===== config.mk =====
export PLATFORM = sky130hd
export DESIGN_NAME = lc3b_mem_stage_seq
export DESIGN_NICKNAME = d
export VERILOG_FILES = /design/src/rtl/lc3b_mem_stage_seq.sv
export SDC_FILE = /design/constraint.sdc
export NUM_CORES = 1
export LEC_CHECK = 0
export CELL_PAD_IN_SITES_DETAIL_PLACEMENT = 1
export CELL_PAD_IN_SITES_GLOBAL_PLACEMENT = 2
export CORE_UTILIZATION = 44
export CTS_BUF_LIST = sky130_fd_sc_hd__clkbuf_2
export DETAILED_ROUTE_END_ITERATION = 6
export GPL_ROUTABILITY_DRIVEN = 0
export PLACE_DENSITY = 0.95
export SETUP_SLACK_MARGIN = 0.3
export SLEW_MARGIN = 20
export SYNTH_ARGS = -nofsm -noshare
export SYNTH_HDL_FRONTEND = slang
export SYNTH_SLANG_ARGS = --single-unit

===== constraint.sdc =====
create_clock -name clk -period 6.41 [get_ports clk]
set_input_delay 0.641 -clock clk [delete_from_list [all_inputs] [get_ports clk]]
set_output_delay 0.641 -clock clk [all_outputs]
set_load 0.02 [all_outputs]

===== src/rtl/lc3b_mem_stage_seq.sv =====
// rtl/lc3b_mem_stage_seq.sv - ME-stage memory sequencer: direct/indirect loads and stores
// with a posted store buffer that drains to the dcache when the port is idle.
module lc3b_mem_stage_seq #(
    parameter int ADDR_W   = 16,
    parameter int DATA_W   = 16,
    parameter int BE_W     = 2,
    parameter int SB_DEPTH = 4
) (
    input  logic                        clk,
    input  logic                        rst_n,
    input  logic                        req_valid,
    input  logic [1:0]                  req_kind,
    input  logic [ADDR_W-1:0]           req_addr,
    input  logic [DATA_W-1:0]           req_wdata,
    input  logic [BE_W-1:0]             req_be,
    input  logic                        advance,
    input  logic                        drain_req,
    output logic                        stall,
    output logic                        resp_valid,
    output logic [DATA_W-1:0]           resp_rdata,
    output logic                        dc_req,
    output logic                        dc_we,
    output logic [ADDR_W-1:0]           dc_addr,
    output logic [DATA_W-1:0]           dc_wdata,
    output logic [BE_W-1:0]             dc_be,
    input  logic                        dc_resp,
    input  logic [DATA_W-1:0]           dc_rdata,
    output logic [$clog2(SB_DEPTH):0]   sb_count,
    output logic                        sb_full,
    output logic                        sb_empty
);
    localparam int PTR_W = $clog2(SB_DEPTH);
    localparam logic [1:0] K_LD = 2'b00, K_ST = 2'b01, K_LDI = 2'b10, K_STI = 2'b11;

    typedef enum logic [2:0] {IDLE, RD1, RD2, WR, DONE} state_t;

    state_t              state;
    logic [ADDR_W-1:0]   sb_addr [SB_DEPTH];
    logic [DATA_W-1:0]   sb_data [SB_DEPTH];
    logic [BE_W-1:0]     sb_be   [SB_DEPTH];
    logic [SB_DEPTH-1:0] sb_valid;
    logic [PTR_W-1:0]    head, tail;
    logic [ADDR_W-1:0]   ptr;
    logic                ptr_ok, op_done;
    logic [DATA_W-1:0]   rdata_q;

    logic [BE_W-1:0]     issue_be;
    logic                hz_req, hz_ptr, rd_go, st_try, push, pop, ld_fin, fin, done_n;
    logic [ADDR_W-1:0]   st_addr;

    assign sb_full  = (sb_count == (PTR_W+1)'(SB_DEPTH));
    assign sb_empty = (sb_count == '0);

    // Pointer reads fetch a full word, so they hazard against any byte of it.
    assign issue_be = (req_kind == K_LD) ? req_be : '1;

    always_comb begin
        hz_req = 1'b0;
        hz_ptr = 1'b0;
        for (int i = 0; i < SB_DEPTH; i++) begin
            if (sb_valid[i] && sb_addr[i][ADDR_W-1:1] == req_addr[ADDR_W-1:1]
                && (sb_be[i] & issue_be) != '0)
                hz_req = 1'b1;
            if (sb_valid[i] && sb_addr[i][ADDR_W-1:1] == ptr[ADDR_W-1:1]
                && (sb_be[i] & req_be) != '0)
                hz_ptr = 1'b1;
        end
    end

    assign rd_go  = req_valid && !op_done && !ptr_ok && req_kind != K_ST
                    && !hz_req && !(drain_req && !sb_empty);
    assign st_try = req_valid && !op_done &&
                    (((state == IDLE || state == WR) &&
                      (req_kind == K_ST || (req_kind == K_STI && ptr_ok))) ||
                     (state == RD1 && dc_resp && req_kind == K_STI));
    assign pop     = (state == WR) && dc_resp;
    assign push    = st_try && (!sb_full || pop);
    assign st_addr = (state == RD1) ? ADDR_W'(dc_rdata) :
                     (req_kind == K_STI) ? ptr : req_addr;
    assign ld_fin  = dc_resp && ((state == RD1 && req_kind == K_LD) || (state == RD2 && dc_req));
    assign fin     = push || ld_fin;
    assign done_n  = !advance && (op_done || fin);

    assign resp_valid = op_done || fin;
    assign resp_rdata = ld_fin ? dc_rdata : rdata_q;
    assign stall      = req_valid && !resp_valid;

    // Entry payload needs no reset; validity is tracked by sb_valid.
    always_ff @(posedge clk) begin
        if (push) begin
            sb_addr[tail] <= st_addr;
            sb_data[tail] <= req_wdata;
            sb_be[tail]   <= req_be;
        end
    end

    always_ff @(posedge clk or negedge rst_n) begin
        if (!rst_n) begin
            state    <= IDLE;
            dc_req   <= 1'b0;
            dc_we    <= 1'b0;
            dc_addr  <= '0;
            dc_wdata <= '0;
            dc_be    <= '0;
            head     <= '0;
            tail     <= '0;
            sb_count <= '0;
            sb_valid <= '0;
            ptr      <= '0;
            ptr_ok   <= 1'b0;
            op_done  <= 1'b0;
            rdata_q  <= '0;
        end else begin
            op_done <= done_n;
            if (ld_fin)
                rdata_q <= dc_rdata;
            // Pop before push so a full-buffer swap on the same slot stays valid.
            if (pop) begin
                sb_valid[head] <= 1'b0;
                head <= head + 1'b1;
            end
            if (push) begin
                sb_valid[tail] <= 1'b1;
                tail <= tail + 1'b1;
            end
            if (push && !pop)
                sb_count <= sb_count + 1'b1;
            else if (pop && !push)
                sb_count <= sb_count - 1'b1;

            if (fin)
                ptr_ok <= 1'b0;
            else if (state == RD1 && dc_resp && req_kind[1]) begin
                ptr    <= ADDR_W'(dc_rdata);
                ptr_ok <= 1'b1;
            end

            case (state)
                IDLE, DONE: begin
                    if (rd_go) begin
                        state    <= RD1;
                        dc_req   <= 1'b1;
                        dc_we    <= 1'b0;
                        dc_addr  <= req_addr;
                        dc_wdata <= '0;
                        dc_be    <= issue_be;
                    end else if (!sb_empty) begin
                        state    <= WR;
                        dc_req   <= 1'b1;
                        dc_we    <= 1'b1;
                        dc_addr  <= sb_addr[head];
                        dc_wdata <= sb_data[head];
                        dc_be    <= sb_be[head];
                    end else begin
                        state <= done_n ? DONE : IDLE;
                    end
                end
                RD1: begin
                    if (dc_resp) begin
                        dc_req <= 1'b0;
                        if (req_kind == K_LDI)
                            state <= RD2;
                        else
                            state <= done_n ? DONE : IDLE;
                    end
                end
                RD2: begin
                    if (!dc_req) begin
                        // A hazard on the pointer target is resolved by draining the head.
                        if (!hz_ptr) begin
                            dc_req   <= 1'b1;
                            dc_we    <= 1'b0;
                            dc_addr  <= ptr;
                            dc_wdata <= '0;
                            dc_be    <= req_be;
                        end else begin
                            state    <= WR;
                            dc_req   <= 1'b1;
                            dc_we    <= 1'b1;
                            dc_addr  <= sb_addr[head];
                            dc_wdata <= sb_data[head];
                            dc_be    <= sb_be[head];
                        end
                    end else if (dc_resp) begin
                        dc_req <= 1'b0;
                        state  <= done_n ? DONE : IDLE;
                    end
                end
                WR: begin
                    if (dc_resp) begin
                        dc_req <= 1'b0;
                        dc_we  <= 1'b0;
                        if (ptr_ok && req_valid && req_kind == K_LDI)
                            state <= RD2;
                        else
                            state <= done_n ? DONE : IDLE;
                    end
                end
                default: state <= IDLE;
            endcase
        end
    end
endmodule


### Word-level counts from Yosys, hierarchy flattened

Memories as Yosys holds them, arrays and structs flattened.
Index checks and enable logic that the tools add are counted.

* RAM bits: 136
* input bits: 58
* register bits: 84
* word-level logic and storage cells: 202
* memories kept: 3

* $add $sub $neg: 4
* equality and inequality tests: 24
* order comparisons: 4
* mux-type cells: 60
* reduce and logical (&&, ||, !) cells: 81
* bitwise operators: 12

Memories
* sb_addr: words 4, bits a word 16, rd ports 5, clocked after Yosys merged registers in 0, write ports 1, RTL line 38 `logic [ADDR_W-1:0] sb_addr [SB_DEPTH];`
* sb_data: words 4, bits a word 16, rd ports 1, clocked after Yosys merged registers in 0, write ports 1, RTL line 39 `logic [DATA_W-1:0] sb_data [SB_DEPTH];`
* sb_be: words 4, bits a word 2, rd ports 5, clocked after Yosys merged registers in 0, write ports 1, RTL line 40 `logic [BE_W-1:0] sb_be [SB_DEPTH];`

Operators by type and width (number)
* 16-bit 2-to-1 mux: 11
* 15-bit == test: 8
* 16-bit one-hot mux with 2 select lines: 2
* 1-bit logical AND: 41
* 3-bit 2-to-1 mux: 12
* 1-bit 2-to-1 mux: 22
* 2-bit nonzero test: 11
* 2-bit bitwise AND: 8
* 3-bit one-hot mux with 4 select lines: 1
* 1-bit logical NOT: 10
* 2-bit 2-to-1 mux: 5
* 3-bit != test, second input constant: 3
* 4-bit 2-to-1 mux: 2
* 4-bit AND reduction: 2
* 1-bit logical OR: 7
* 3-bit by 2-bit == test with 1-bit output, second input constant: 2
* 3-bit == test, second input constant: 2
* 3-bit logical NOT: 2
* 2-bit by 3-bit less-than comparator with 1-bit output, second input constant: 2
* 2-bit != test, second input constant: 3
* 1-bit one-hot mux with 3 select lines: 2
* 3-bit AND reduction: 2
* 3-bit nonzero test: 2
* 2-bit by 1-bit adder with 2-bit output, second input constant: 2
* other kinds (16): 21

### Logic depth before layout (Yosys ltp)

* depth after elaboration: 14
* depth in mapped cells: 12

### Worst setup path before layout

Ideal clock, no wire load.

* path type: in2reg
* from: in dc_resp
* to: mem sb_addr[0][0] (enable)
* arrival: 2.628 ns
* slack: 3.387 ns
* stages on the path: 7
* buffers on the path: 2
* cell sequence: clkbuf_1 > nor2b_1 > and3_1 > buf_4 > inv_2 > a211oi_4 > and2_1

* cells in the longest elaborated chain, start to end: 7
* elaborated cells between the ends (all ways): 9
* those cells by class: mux: 2; reduce/logical: 7

Ends and longest elaborated chain
* from (decl): RTL line 26 `input logic dc_resp,`
* 1-bit logical AND (2 in series): RTL line 75 `(state == RD1 && dc_resp && req_kind == K_STI));`
* 1-bit logical OR: RTL line 74 `(req_kind == K_ST || (req_kind == K_STI && ptr_ok))) ||`
* 1-bit logical AND: RTL line 72 `assign st_try = req_valid && !op_done &&`
* 1-bit logical AND *: RTL line 77 `assign push = st_try && (!sb_full || pop);`
* named net push: RTL line 48 `logic hz_req, hz_ptr, rd_go, st_try, push, pop, ld_fin, fin, done_n;`
* 1-bit 2-to-1 mux *: RTL line 90 `if (push) begin`
* 1-bit 2-to-1 mux (not written as such) *: RTL line 91 `sb_addr[tail] <= st_addr;`
* to (decl): RTL line 38

The timed path passes the listed nets; every way through them passes the cells marked *.

### Worst setup path in the final report

* from: reg state[1]
* to: out resp_valid

* cells in the longest elaborated chain, start to end: 8
* elaborated cells between the ends (all ways): 19
* those cells by class: eq/ne: 3; reduce/logical: 16

Ends and longest elaborated chain
* from (decl): RTL line 37 `state_t state;`
* from (signal assigned): RTL line 155 `state <= done_n ? DONE : IDLE;`
* from (signal assigned): RTL line 164 `state <= done_n ? DONE : IDLE;`
* from (signal assigned): RTL line 186 `state <= done_n ? DONE : IDLE;`
* 3-bit by 2-bit == test with 1-bit output, or another cell as far along: RTL line 73, 76
* 1-bit logical OR / 1-bit logical AND (equally long branches): RTL line 73, 75
* 1-bit logical AND, on equally long branches: RTL line 73, 75
* 1-bit logical OR: RTL line 74
* 1-bit logical AND: RTL line 72
* 1-bit logical AND: RTL line 77
* 1-bit logical OR *: RTL line 81 `assign fin = push || ld_fin;`
* 1-bit logical OR *: RTL line 84 `assign resp_valid = op_done || fin;`
* to (decl): RTL line 19 `output logic resp_valid,`

Mark *: on every way between the ends. The rest lies on a longest branch, timed or not.

==> flow_summary.ini <==
[drt]
num_vias = 7668
drc = 0
vias_per_cell = 5.880
drt_wl_total_um = 31270
drt_first_pass_iters = 5
first_iter_violations = 738
drtAntennaViolNets = 0
wire_per_inst_um = 23.98

[floorplanning]
io_pins = 117
core_area_um2 = 24390
die_h_um = 159.8
die_w_um = 159.8
initial_utilization_pct = 44.93
rows = 57
dieArea_um2 = 25540

[global_routing]
grt_first_pass_wirelength_um = 48110
grt_use_met3_pct = 4.442
use_met1_pct = 34.13
antenna_found_initial = 1
overflow = 0
grt_max_degree = 74
gr-max-usage-layer = met2
use_met2_pct = 40.02
first_global_vias = 8046
grt_use_total_pct = 24.80

[pwr]
power.density_nw_per_um2 = 456.2
power.internal_mw = 3.443
seq_power_share_pct = 39.4
netSwitchingFraction_pct = 41.27
leakage_nw = 4.798
net-switching-power_mw = 2.419
power_frac_clock_pct = 17.1
irDropWorstVdd_mv = 0.2632
p_comb_share_pct = 43.5

[timing]
post-route-min-period_ns = 4.962
hold_violations = 0
worst_pin_slew_ns = 1.134
timing.final.crit_share_pct = 77.40
rsz0062_at_grt = no
relSlewSlack_pct = 24.19
skew_ns = 0.1298
finalSetupViolCount = 0
fmax_mhz = 201.5
final.setup.tns_ns = 0
slew_viol_final = 0

[clock_network]
cts_sinks = 220
cts_setup_buffers = 0
htree_levels = 2
insertion_delay_ns = 0.88
clk_path_buf_depth = 3
cts_tree = built
root_buffer = clkbuf_2
cts_buffers = 57
clk_pin_slew_worst_paths_ns = 0.10

[worst_setup_path]
crit_path_max_fanout = 17
crit_type = flip-flop to output port
slowest_stage = nor3b_1
crit_family = simple AND/OR/NAND/NOR gates
crit_arrival_ns = 4.32
worstSetupEndpointType = output port
worst_path_largest_cell_delay_ns = 0.88
critPathRequiredTime_ns = 5.77
r2r_setup_slack_ns = 2.77
crit_buf_inv = 1
cp_cell_sequence = nor3b_1 > a22o_1 > nand2_1 > nand2b_1 > or2_2 > clkdlybuf4s50_1
cp-start-kind = flip-flop

[synthesis]
synthesis.area_um2 = 10960
yosys.area_share.simple_pct = 5.491
synthFlopType = edfxtp_1
yosys_warnings = 0
synth_mux_area_share_pct = 11.84
ys_async_sr_fraction_pct = 38.18
synthCells = 811
yosys.area.top_type = edfxtp_1
yosysTopAreaCellShare_pct = 37.26
synth_top_family_by_area = multiplexers
syn_area_per_cell_um2 = 13.51
synth_compound_area_share_pct = 10.82
synth_nets = 879
ys_types = 59
synthAdderAreaFrac_pct = 1.210
synth_edf_count = 136
yosysSeqAreaShare_pct = 56.44
synth.area.top_cells = edfxtp_1 37%, dfrtp_1 19%, mux4_2 7.0%, xor2_1 5.3%, xnor2_1 4.8%
ys_ff_latch = 220
synthXorXnorAreaFrac_pct = 10.07

[cells_and_area]
fill_cells = 2508
drive_gt1_share_pct = 21.27
synthToLayoutAreaGrowth_pct = 17.25
mostFrequentLayoutCell = edfxtp_1
fin_cells = 1304
final_cell_mix = 136 x edfxtp_1, 115 x clkdlybuf4s50_1, 99 x clkbuf_2
stdcell_area_um2 = 12850
fin_nets = 997

[placed_design]
dp_cells = 1193
place_area_um2 = 12280
port_buffers = 116
dp_hpwl_um = 21220

[run]
max-cap-violations = 0

[min_path]
hp-class = primary input to async pin

[status]
outcome = finished clean
[worst paths after layout]
path,startpoint,to,depth (start not counted)
worst max-delay path,state[1]$_DFFE_PN0P_,resp_valid,6
worst min-delay path,rst_n,rdata_q[2]$_DFF_PN0_,2
worst max register to register,state[1]$_DFFE_PN0P_,dc_wdata[0]$_DFFE_PN0P_,5
worst min register to register,rdata_q[5]$_DFF_PN0_,rdata_q[5]$_DFF_PN0_,1
max in group asynchronous,rst_n,dc_wdata[0]$_DFFE_PN0P_,3
min in group clk,req_wdata[10],sb_data[1][10]$_DFFE_PP_,1
[power by group through the flow]
stage          Clock, mW  Sequential, mW  Combinational [mW]
2_1_floorplan          0            2.22                1.72
3_3_place_gp           0            2.31                2.45
3_5_place_dp           0            2.34                2.54
4_1_cts             1.03            2.31                2.55
5_1_grt             1.11            2.36                2.72
6_report            1.00            2.31                2.55
[cell usage after synthesis (2+ instances only)]
| cell | instances |
|---|---|
| xnor2_1 | 60 |
| a211oi_1 | 21 |
| nor3_1 | 9 |
| o22a_1 | 2 |
| buf_2 | 18 |
| nor3b_1 | 2 |
| o31ai_2 | 10 |
| o21ai_0 | 54 |
| ha_1 | 9 |
| nand2b_1 | 5 |
| edfxtp_1 | 136 |
| nor2_1 | 9 |
| a22oi_1 | 8 |
| inv_1 | 27 |
| dfrtp_1 | 84 |
| mux2i_1 | 16 |
| o21ai_1 | 2 |
| and2_1 | 4 |
| nand3_1 | 10 |
| nand2_1 | 31 |
| buf_6 | 5 |
| mux2_2 | 33 |
| and3_1 | 3 |
| a21o_1 | 5 |
| o32ai_1 | 18 |
| nor4_1 | 14 |
| mux4_2 | 34 |
| buf_1 | 6 |
| clkbuf_1 | 40 |
| xor2_1 | 66 |
| nand4_1 | 14 |
| a21oi_1 | 5 |
| o31ai_1 | 24 |
| or3_1 | 2 |
[layout make-up]
type                    count  area [µm²]  share of cell area (%)
clock inverters             9       48.80                  0.3797
multi-input cells         492        4333                   33.72
flip-flops and latches    220        6187                   48.15
clock buffers              99       495.5                   3.856
well taps                 324       405.4                   3.155
diodes                      2       5.005                 0.03895
inverters                  28       105.1                  0.8179
repair buffers            130        1270                   9.883
[flip-flops by register name (all words and copies together), names as in the netlist, 3 cells and up]
signal	cells
state	3
sb_valid	4
dc_addr	16
sb_addr	64
rdata_q	16
dc_wdata	16
sb_be	8
sb_count	3
sb_data	64
ptr	16
[through the flow]
step	hold WS, ns	utilization [%]	total power, mW	setup WS, ns
2_1_floorplan	0.3454	-	3.933	3.387
3_3_place_gp	0.4781	50.35	4.766	2.264
3_5_place_dp	0.4807	50.35	4.882	2.210
4_1_cts	0.07493	52.63	5.898	1.430
5_1_grt	0.1033	52.68	6.189	1.169
6_report	0.1500	52.68	5.863	1.448
[what timing repair did]
action                                 in CTS  in global routing
hold buffers                                1                  0
resized for setup                           0                  0
endpoints found under the hold margin      11                  0
[kinds of logic (layout without fill, tap and decap cells)]
family                   after synthesis  after routing
flip-flops                           220            220
AO/OA/AOI/OAI                        161            161
XOR/XNOR                             126            126
AND/OR/NAND/NOR                      112            112
buffers and inverters                 99            266
multiplexers                          83             83
adder cells (fa/ha/maj)               10             10
other                                  0              2
[metal layers]
metal	vias up	wire, µm
li1	3320	-
met1	3946	13530
met2	351	15010
met3	51	2014
met4	0	705
met5	-	0
No activity file was read; power rests on OpenSTA's default activity.
